`config.mk`:
```
export PLATFORM = sky130hd
export DESIGN_NAME = hazard_tracker
export DESIGN_NICKNAME = d
export VERILOG_FILES = /design/src/rtl/hazard_tracker_pkg.sv /design/src/rtl/hazard_stage_reg.sv /design/src/rtl/hazard_tracker.sv
export SDC_FILE = /design/constraint.sdc
export NUM_CORES = 1
export LEC_CHECK = 0
export CAP_MARGIN = 20
export CORE_MARGIN = 2
export CORE_UTILIZATION = 37
export DETAILED_ROUTE_END_ITERATION = 10
export GPL_ROUTABILITY_DRIVEN = 0
export PLACE_DENSITY = 0.65
export RECOVER_POWER = 25
export SETUP_SLACK_MARGIN = 0.4
export SYNTH_ARGS = -nofsm -noshare
export SYNTH_HDL_FRONTEND = slang
export SYNTH_SLANG_ARGS = --single-unit
```
`constraint.sdc`:
```
create_clock -name clk -period 4.3 [get_ports clk]
set_clock_uncertainty 0.05 [all_clocks]
set_input_delay 1.075 -clock clk [delete_from_list [all_inputs] [get_ports clk]]
set_output_delay 1.075 -clock clk [all_outputs]
set_load 0.02 [all_outputs]
```
`src/rtl/hazard_tracker_pkg.sv`:
```
// Shared definitions for the hazard tracker: Tnew width, register index
// width, forward-select encodings, bubble constants and the forward picker.
package hazard_tracker_pkg;

    localparam int unsigned TNEW_W = 2;
    localparam int unsigned REG_W  = 5;

    typedef enum logic [1:0] {
        FWD_RF = 2'd0,
        FWD_E  = 2'd1,
        FWD_M  = 2'd2,
        FWD_W  = 2'd3
    } fwd_sel_e;

    // Bubble entry: no source registers, no destination, result ready.
    localparam logic [REG_W-1:0]  BUBBLE_A    = '0;
    localparam logic [TNEW_W-1:0] BUBBLE_TNEW = '0;

    // Youngest-first search over three producer stages. The first stage whose
    // destination matches the (nonzero) source index decides the result: its
    // select if the value is ready, otherwise the register file (no fallback
    // to older stages). Passing BUBBLE_A as the youngest destination turns
    // this into the two-stage E-side search, since index 0 never matches.
    function automatic fwd_sel_e fwd_pick(
        input logic [REG_W-1:0] idx,
        input logic [REG_W-1:0] y_a3,
        input logic             y_rdy,
        input fwd_sel_e         y_sel,
        input logic [REG_W-1:0] m_a3,
        input logic             m_rdy,
        input fwd_sel_e         m_sel,
        input logic [REG_W-1:0] o_a3,
        input logic             o_rdy,
        input fwd_sel_e         o_sel
    );
        fwd_sel_e sel;
        sel = FWD_RF;
        if (idx != BUBBLE_A) begin
            if (idx == y_a3) begin
                sel = y_rdy ? y_sel : FWD_RF;
            end else if (idx == m_a3) begin
                sel = m_rdy ? m_sel : FWD_RF;
            end else if (idx == o_a3) begin
                sel = o_rdy ? o_sel : FWD_RF;
            end
        end
        return sel;
    endfunction

endpackage

```
`src/rtl/hazard_stage_reg.sv`:
```
// One pipeline stage of producer tracking: destination register and the
// remaining cycles until its result exists, with a saturating decrement.
module hazard_stage_reg #(
    parameter int unsigned TNEW_W = 2
) (
    input  logic              clk,
    input  logic              reset,
    input  logic              clear,
    input  logic              dec_en,
    input  logic [4:0]        a3_in,
    output logic [4:0]        a3_out,
    input  logic [TNEW_W-1:0] tnew_in,
    output logic [TNEW_W-1:0] tnew_out
);

    localparam logic [TNEW_W-1:0] TNEW_ONE = TNEW_W'(1);

    logic [TNEW_W-1:0] tnew_nxt;

    // Next Tnew: optionally count down by one, never wrapping below zero.
    always_comb begin
        tnew_nxt = tnew_in;
        if (dec_en && (tnew_in != '0)) begin
            tnew_nxt = tnew_in - TNEW_ONE;
        end
    end

    // Stage register: reset and clear both load an empty (non-writing) entry.
    always_ff @(posedge clk) begin
        if (!reset || clear) begin
            a3_out   <= '0;
            tnew_out <= '0;
        end else begin
            a3_out   <= a3_in;
            tnew_out <= tnew_nxt;
        end
    end

endmodule

```
`src/rtl/hazard_tracker.sv`:
```
// Hazard tracker: follows the destination/Tnew of instructions in D/E, E/M
// and M/W, and computes D- and E-stage forwarding selects.
module hazard_tracker #(
    parameter int unsigned TNEW_W = hazard_tracker_pkg::TNEW_W
) (
    input  logic              clk,
    input  logic              reset,
    input  logic              stall,
    input  logic [4:0]        IDA1,
    input  logic [4:0]        IDA2,
    input  logic [4:0]        IDA3,
    input  logic [TNEW_W-1:0] IDTnew,
    output logic [4:0]        DEA3,
    output logic [4:0]        EMA3,
    output logic [4:0]        MWA3,
    output logic [TNEW_W-1:0] DETnew,
    output logic [TNEW_W-1:0] EMTnew,
    output logic [TNEW_W-1:0] MWTnew,
    output logic [1:0]        FwdD1,
    output logic [1:0]        FwdD2,
    output logic [1:0]        FwdE1,
    output logic [1:0]        FwdE2
);

    import hazard_tracker_pkg::*;

    logic [4:0] de_a1;
    logic [4:0] de_a2;
    logic       de_rdy;
    logic       em_rdy;
    logic       mw_rdy;

    // D/E source indices: loaded with the D instruction, bubbled on stall.
    always_ff @(posedge clk) begin
        if (!reset || stall) begin
            de_a1 <= BUBBLE_A;
            de_a2 <= BUBBLE_A;
        end else begin
            de_a1 <= IDA1;
            de_a2 <= IDA2;
        end
    end

    hazard_stage_reg #(.TNEW_W(TNEW_W)) u_de (
        .clk      (clk),
        .reset    (reset),
        .clear    (stall),
        .dec_en   (1'b0),
        .a3_in    (IDA3),
        .a3_out   (DEA3),
        .tnew_in  (IDTnew),
        .tnew_out (DETnew)
    );

    hazard_stage_reg #(.TNEW_W(TNEW_W)) u_em (
        .clk      (clk),
        .reset    (reset),
        .clear    (1'b0),
        .dec_en   (1'b1),
        .a3_in    (DEA3),
        .a3_out   (EMA3),
        .tnew_in  (DETnew),
        .tnew_out (EMTnew)
    );

    hazard_stage_reg #(.TNEW_W(TNEW_W)) u_mw (
        .clk      (clk),
        .reset    (reset),
        .clear    (1'b0),
        .dec_en   (1'b1),
        .a3_in    (EMA3),
        .a3_out   (MWA3),
        .tnew_in  (EMTnew),
        .tnew_out (MWTnew)
    );

    // Forwarding selects: D side searches D/E, E/M, M/W; E side only E/M, M/W.
    always_comb begin
        de_rdy = (DETnew == '0);
        em_rdy = (EMTnew == '0);
        mw_rdy = (MWTnew == '0);
        FwdD1 = fwd_pick(IDA1, DEA3, de_rdy, FWD_E, EMA3, em_rdy, FWD_M,
                         MWA3, mw_rdy, FWD_W);
        FwdD2 = fwd_pick(IDA2, DEA3, de_rdy, FWD_E, EMA3, em_rdy, FWD_M,
                         MWA3, mw_rdy, FWD_W);
        FwdE1 = fwd_pick(de_a1, BUBBLE_A, 1'b0, FWD_RF, EMA3, em_rdy, FWD_M,
                         MWA3, mw_rdy, FWD_W);
        FwdE2 = fwd_pick(de_a2, BUBBLE_A, 1'b0, FWD_RF, EMA3, em_rdy, FWD_M,
                         MWA3, mw_rdy, FWD_W);
    end

endmodule

```
* Word-level counts from Yosys, hierarchy flattened
Index checks and enable logic that the tools add are counted.
** Storage, ports and cells
- Bits in registers :: 31
- Logic and storage cells :: 54
- RAM bits :: 0
- Latch bits :: 0
- Input port bits :: 20
- Memory bits (read-only) :: 0
- Output and inout port bits :: 29
- Memories :: 0
** Cells by class
- $mul :: 0
- Magnitude comparators :: 0
- Div/mod/pow operators :: 0
- Add/subtract/negate cells :: 2
- Shift-type cells :: 0
- Bitwise logic cells :: 0
- Multiplexer cells :: 21
- Equal/unequal tests :: 10
- Reductions and logical operators :: 13
** Operators with widths (number)
- 5-bit equality test :: 10
- 2-bit 2-to-1 mux :: 20
- 5-bit nonzero test :: 4
- 5-bit logical NOT :: 2
- 2-bit logical NOT :: 3
- 2-bit nonzero test :: 2
- 2-bit by 1-bit subtractor with 2-bit output, second input constant :: 2
- 1-bit logical NOT :: 1
- 1-bit logical OR :: 1
- 1-bit 2-to-1 mux :: 1

* Longest topological paths before layout
- Depth in word-level cells :: 6
- Depth in mapped cells :: 5
- Mapped depth without buffers :: 4

* Modules after synthesis
From an unflattened synthesis, not the netlist that was laid out.
** Unflattened totals
- Cell total of the unflattened synthesis :: 196
- Area total of the unflattened synthesis :: 1783.0 um2
** Modules (own cells, without submodules)
- hazard_tracker :: cells each 130, area an instance 1047.3 um2, sequential area each 200.2 um2, instances 1
- hazard_stage_reg :: cells each 22, area an instance 245.2 um2, sequential area each 140.1 um2, instances 3

* Least setup slack after synthesis
Ideal clock, no wire load.
- Path kind :: input to output
- From :: in IDA2[2]
- To :: out FwdD2[1]
- Path buffers :: 1
- Required time :: 3.175 ns
- Setup slack :: 0.947 ns
- Data arrival time :: 2.228 ns
- Stages :: 5
- Path through :: buf_6 > xnor2_1 > nand2_1 > or4_1 > a21oi_1
** Between the ends
- Longest elaborated chain between the ends :: 5
- Elaborated cells on any way between the ends :: 8
- Those cells by class :: 3 x eq/ne; 4 x mux; 1 x reduce/logical
** RTL lines
- start: declaration :: RTL line hazard_tracker.sv:10 : input logic [4:0] IDA2,
- 5-bit equality test :: RTL line hazard_tracker_pkg.sv:43 : end else if (idx == o_a3) begin
- 2-bit 2-to-1 mux :: RTL line hazard_tracker_pkg.sv:43
- 2-bit 2-to-1 mux :: RTL line hazard_tracker_pkg.sv:41 : end else if (idx == m_a3) begin
- 2-bit 2-to-1 mux :: RTL line hazard_tracker_pkg.sv:39 : if (idx == y_a3) begin
- 2-bit 2-to-1 mux * :: RTL line hazard_tracker_pkg.sv:38 : if (idx != BUBBLE_A) begin
- end: declaration :: RTL line hazard_tracker.sv:20 : output logic [1:0] FwdD2,
Mark *: on every way between the ends. The rest lies on a longest branch, timed or not.

* Final worst setup path
- From :: in IDA1[0]
- To :: out FwdD1[0]
** Between the ends
- Longest elaborated chain between the ends :: 5
- Elaborated cells on any way between the ends :: 8
- Those cells by class :: 3 x eq/ne; 4 x mux; 1 x reduce/logical
** RTL lines
- start: declaration :: RTL line hazard_tracker.sv:9 : input logic [4:0] IDA1,
- 5-bit equality test :: RTL line hazard_tracker_pkg.sv:43
- 2-bit 2-to-1 mux :: RTL line hazard_tracker_pkg.sv:43
- 2-bit 2-to-1 mux :: RTL line hazard_tracker_pkg.sv:41
- 2-bit 2-to-1 mux :: RTL line hazard_tracker_pkg.sv:39
- 2-bit 2-to-1 mux * :: RTL line hazard_tracker_pkg.sv:38
- end: declaration :: RTL line hazard_tracker.sv:19 : output logic [1:0] FwdD1,
Marks and branches as above.

==> impl_metrics.env <==
export IMPL_status="completed"
export IMPL_h_tree_depth=2
export IMPL_critical_path_arrival_ns=2.69
export IMPL_intPower_w=0.0004763
export IMPL_cap_violations=0
export IMPL_nets=252
export IMPL_p_leak_nw=0.9573
export IMPL_seqPwrFrac_pct=48.0
export IMPL_register_area_um2=620.6
export IMPL_power_w=0.0006437
export IMPL_cp_max_fo=5
export IMPL_layout_common_cells="clkdlybuf4s50_1 (34), dfxtp_1 (31), xor2_1 (25)"
export IMPL_final_design_area_no_fill_um2=2233
export IMPL_hold_end="u_em.tnew_out[0]"
export IMPL_wl_met1_um=1769
export IMPL_grt_pass1_wl_um=6044
export IMPL_cts_buffers=5
export IMPL_rsz0062_at_grt="no"
export IMPL_pre_cts_slack_ns=-0.001660
export IMPL_utilization_pct=51.65
export IMPL_synth_top_area_share_pct=37.58
export IMPL_wl_met3_um=185
export IMPL_synth_seq_area_share_pct=37.58
export IMPL_required_ns=3.17
export IMPL_setup_viol_count_final=0
export IMPL_synth_fp_nets=203
export IMPL_synth_area_leaders="dfxtp_1 (38%), xor2_1 (13%), xnor2_1 (11%)"
export IMPL_power_density_nw_per_um2=288.2
export IMPL_viasPerCell=4.600
export IMPL_min_from="u_de.tnew_out[1]"
export IMPL_syn_area_per_cell_um2=9.025
export IMPL_min_period_over_period_pct=88.66
export IMPL_antenna_found_initial=0
export IMPL_drive_gt1_share_pct=9.871
export IMPL_grt_overflow_total=0
export IMPL_worstRegToRegCells=1
export IMPL_area_growth_pct=35.23
export IMPL_sw_frac_of_total_pct=26.01
export IMPL_row_count=24
export IMPL_drc=0
export IMPL_hpwlAfterDp_um=2849
export IMPL_synth_seq_cells=31
export IMPL_rrSetupSlack_ns=3.49
export IMPL_share_comb_of_total_power_pct=19.6
export IMPL_track_usage_pct=15.77
export IMPL_synth_area_um2=1652
export IMPL_synth_top_area_cell="dfxtp_1"
export IMPL_relSlewSlack_pct=36.55
export IMPL_drt_iter0_markers=26
export IMPL_yosys_warnings=0
export IMPL_start_kind="input pin"
export IMPL_io_pins=49
export IMPL_cp_end_kind="primary output"
export IMPL_tightest_slew_ns=0.9498
export IMPL_final_max_slew_viol_count=0
export IMPL_post_dp_cell_area_um2=2161
export IMPL_start_util_pct=38.19
export IMPL_synth_cell_types=32
export IMPL_ant_nets=0
export IMPL_clock_fmax_ghz=0.2623
export IMPL_r2r_start="u_em.a3_out[3]"
export IMPL_setup_worst_path_class="in -> out"
export IMPL_cts_sinks=31
export IMPL_wl_um=3733
export IMPL_dr_pass1_iters=6
export IMPL_path_clk_slew_ns=0.06
export IMPL_grt_pass1_vias=1266
export IMPL_die_h_um=70.81
export IMPL_met2WireLength_um=1694
export IMPL_min_period_ns=3.813
export IMPL_peakVddDrop_uv=190.8
export IMPL_grt_start_max_net_pins=18
export IMPL_wire_per_inst_um=13.10
export IMPL_r2r_end="u_mw.a3_out[3]"
export IMPL_die_w_um=70.81
export IMPL_clk_latency_ns=0.28
export IMPL_power_frac_clock_pct=32.4
export IMPL_netlist_instances=183
export IMPL_p_switching_w=0.0001674
export IMPL_finalHoldViolCount=0
export IMPL_vias=1311
export IMPL_n_fill_cell=427
export IMPL_dieArea_um2=5014
export IMPL_core_area_um2=4324
export IMPL_multiInputGateArea_um2=959.7
export IMPL_layout_cells_most_common="clkdlybuf4s50_1"
export IMPL_cts_buffer_depth=2
export IMPL_cts_setup_buffers=0
export IMPL_numPortBuffers=48
export IMPL_setup_ws_ns=0.4875
export IMPL_hold_buffers=0
export IMPL_hp_class="reg -> reg"
export IMPL_root_buffer="clkbuf_8"
export IMPL_routed_top_layer="met4"
export IMPL_cts_tree="done"
export IMPL_antenna_cells=0
export IMPL_min_path_cells=2
layer usage:
layer	vias to the layer above	GRT usage [%]
met5	-	0
met4	0	7.128
met3	9	4.131
met2	37	25.34
met1	568	19.84
li1	697	-
metrics by stage:
step / setup TNS, ns / hold WS, ns / std cells
after CTS: 0 / 0.4070 / 285
after floorplan: 0 / 0.4610 / 183
after detailed placement: -0.001660 / 0.3973 / 277
after global routing: 0 / 0.4374 / 285
final: 0 / 0.4073 / 285
after global placement: -0.002924 / 0.3904 / 277
state kept, by name, indices dropped and copies added (netlist names):
name and count:
u_em.tnew_out 2, u_mw.a3_out 5, u_de.tnew_out 2, u_de.a3_out 5, u_em.a3_out 5, de_a2 5
u_mw.tnew_out 2, de_a1 5
cell type report:
cell class                      instances  share of cell area [%]
Clock inverter                          1                  0.2241
Clock buffer                            7                   3.417
Sequential cell                        31                   27.79
Timing Repair Buffer                   52                   22.18
Tap cell                               52                   2.913
Multi-Input combinational cell        139                   42.97
Inverter                                3                  0.5042
cell families (layout without fill, tap and decap cells):
logic type,Yosys count,in the layout,synth area share [%]
and+or+nand+nor,75,75,24.85
DFF,31,31,37.58
AOI/OAI and AO/OA,16,16,7.272
muxes,2,2,1.212
buffers and inverters,13,63,4.697
xor gates and xnor gates,46,46,24.39
cell usage after synthesis, drive strengths merged:
library cell,instances
dfxtp,31
and2,27
xor2,25
xnor2,21
nand2,12
nor2,12
buf,6
o21ai,6
a21oi,4
clkbuf,4
nand3,4
or4,4
inv,3
nor3,3
nor4,3
or2,3
a221oi,2
and3,2
mux2i,2
nand4,2
o211ai,2
o221a,2
or3,2
nor2b,1
timing repair:
item / CTS / global route
cloned: 0 / 0
endpoints found under the setup margin: 4 / 3
gates resized for setup: 17 / 5
how the worst max path moves through the flow:
stage	endpoint	startpoint
floorplan	FwdD2[1]	IDA2[2]
global placement	FwdD2[1]	IDA2[2]
detailed placement	FwdD2[1]	IDA2[2]
CTS	FwdD2[1]	IDA2[0]
global route	FwdD1[0]	IDA1[0]
finish	FwdD1[0]	IDA1[0]
worst max-delay path: stages:
cell and delay [ns]:
clkdlybuf4s50_1 0.49, buf_4 0.15, xnor2_1 0.11, nand2_1 0.09, or3_1 0.39, o21ai_2 0.07, clkdlybuf4s15_1 0.31
power groups by stage:
| stage | Sequential [W] | Combinational (W) | Clock [W] |
|---|---|---|---|
| floorplan | 0.000316 | 0.0000719 | 0 |
| global placement | 0.000316 | 0.000130 | 0 |
| detailed placement | 0.000316 | 0.000130 | 0 |
| CTS | 0.000310 | 0.000128 | 0.000212 |
| global route | 0.000311 | 0.000140 | 0.000227 |
| finish | 0.000309 | 0.000126 | 0.000208 |
Note: power is estimated with default switching activity, not from simulation.
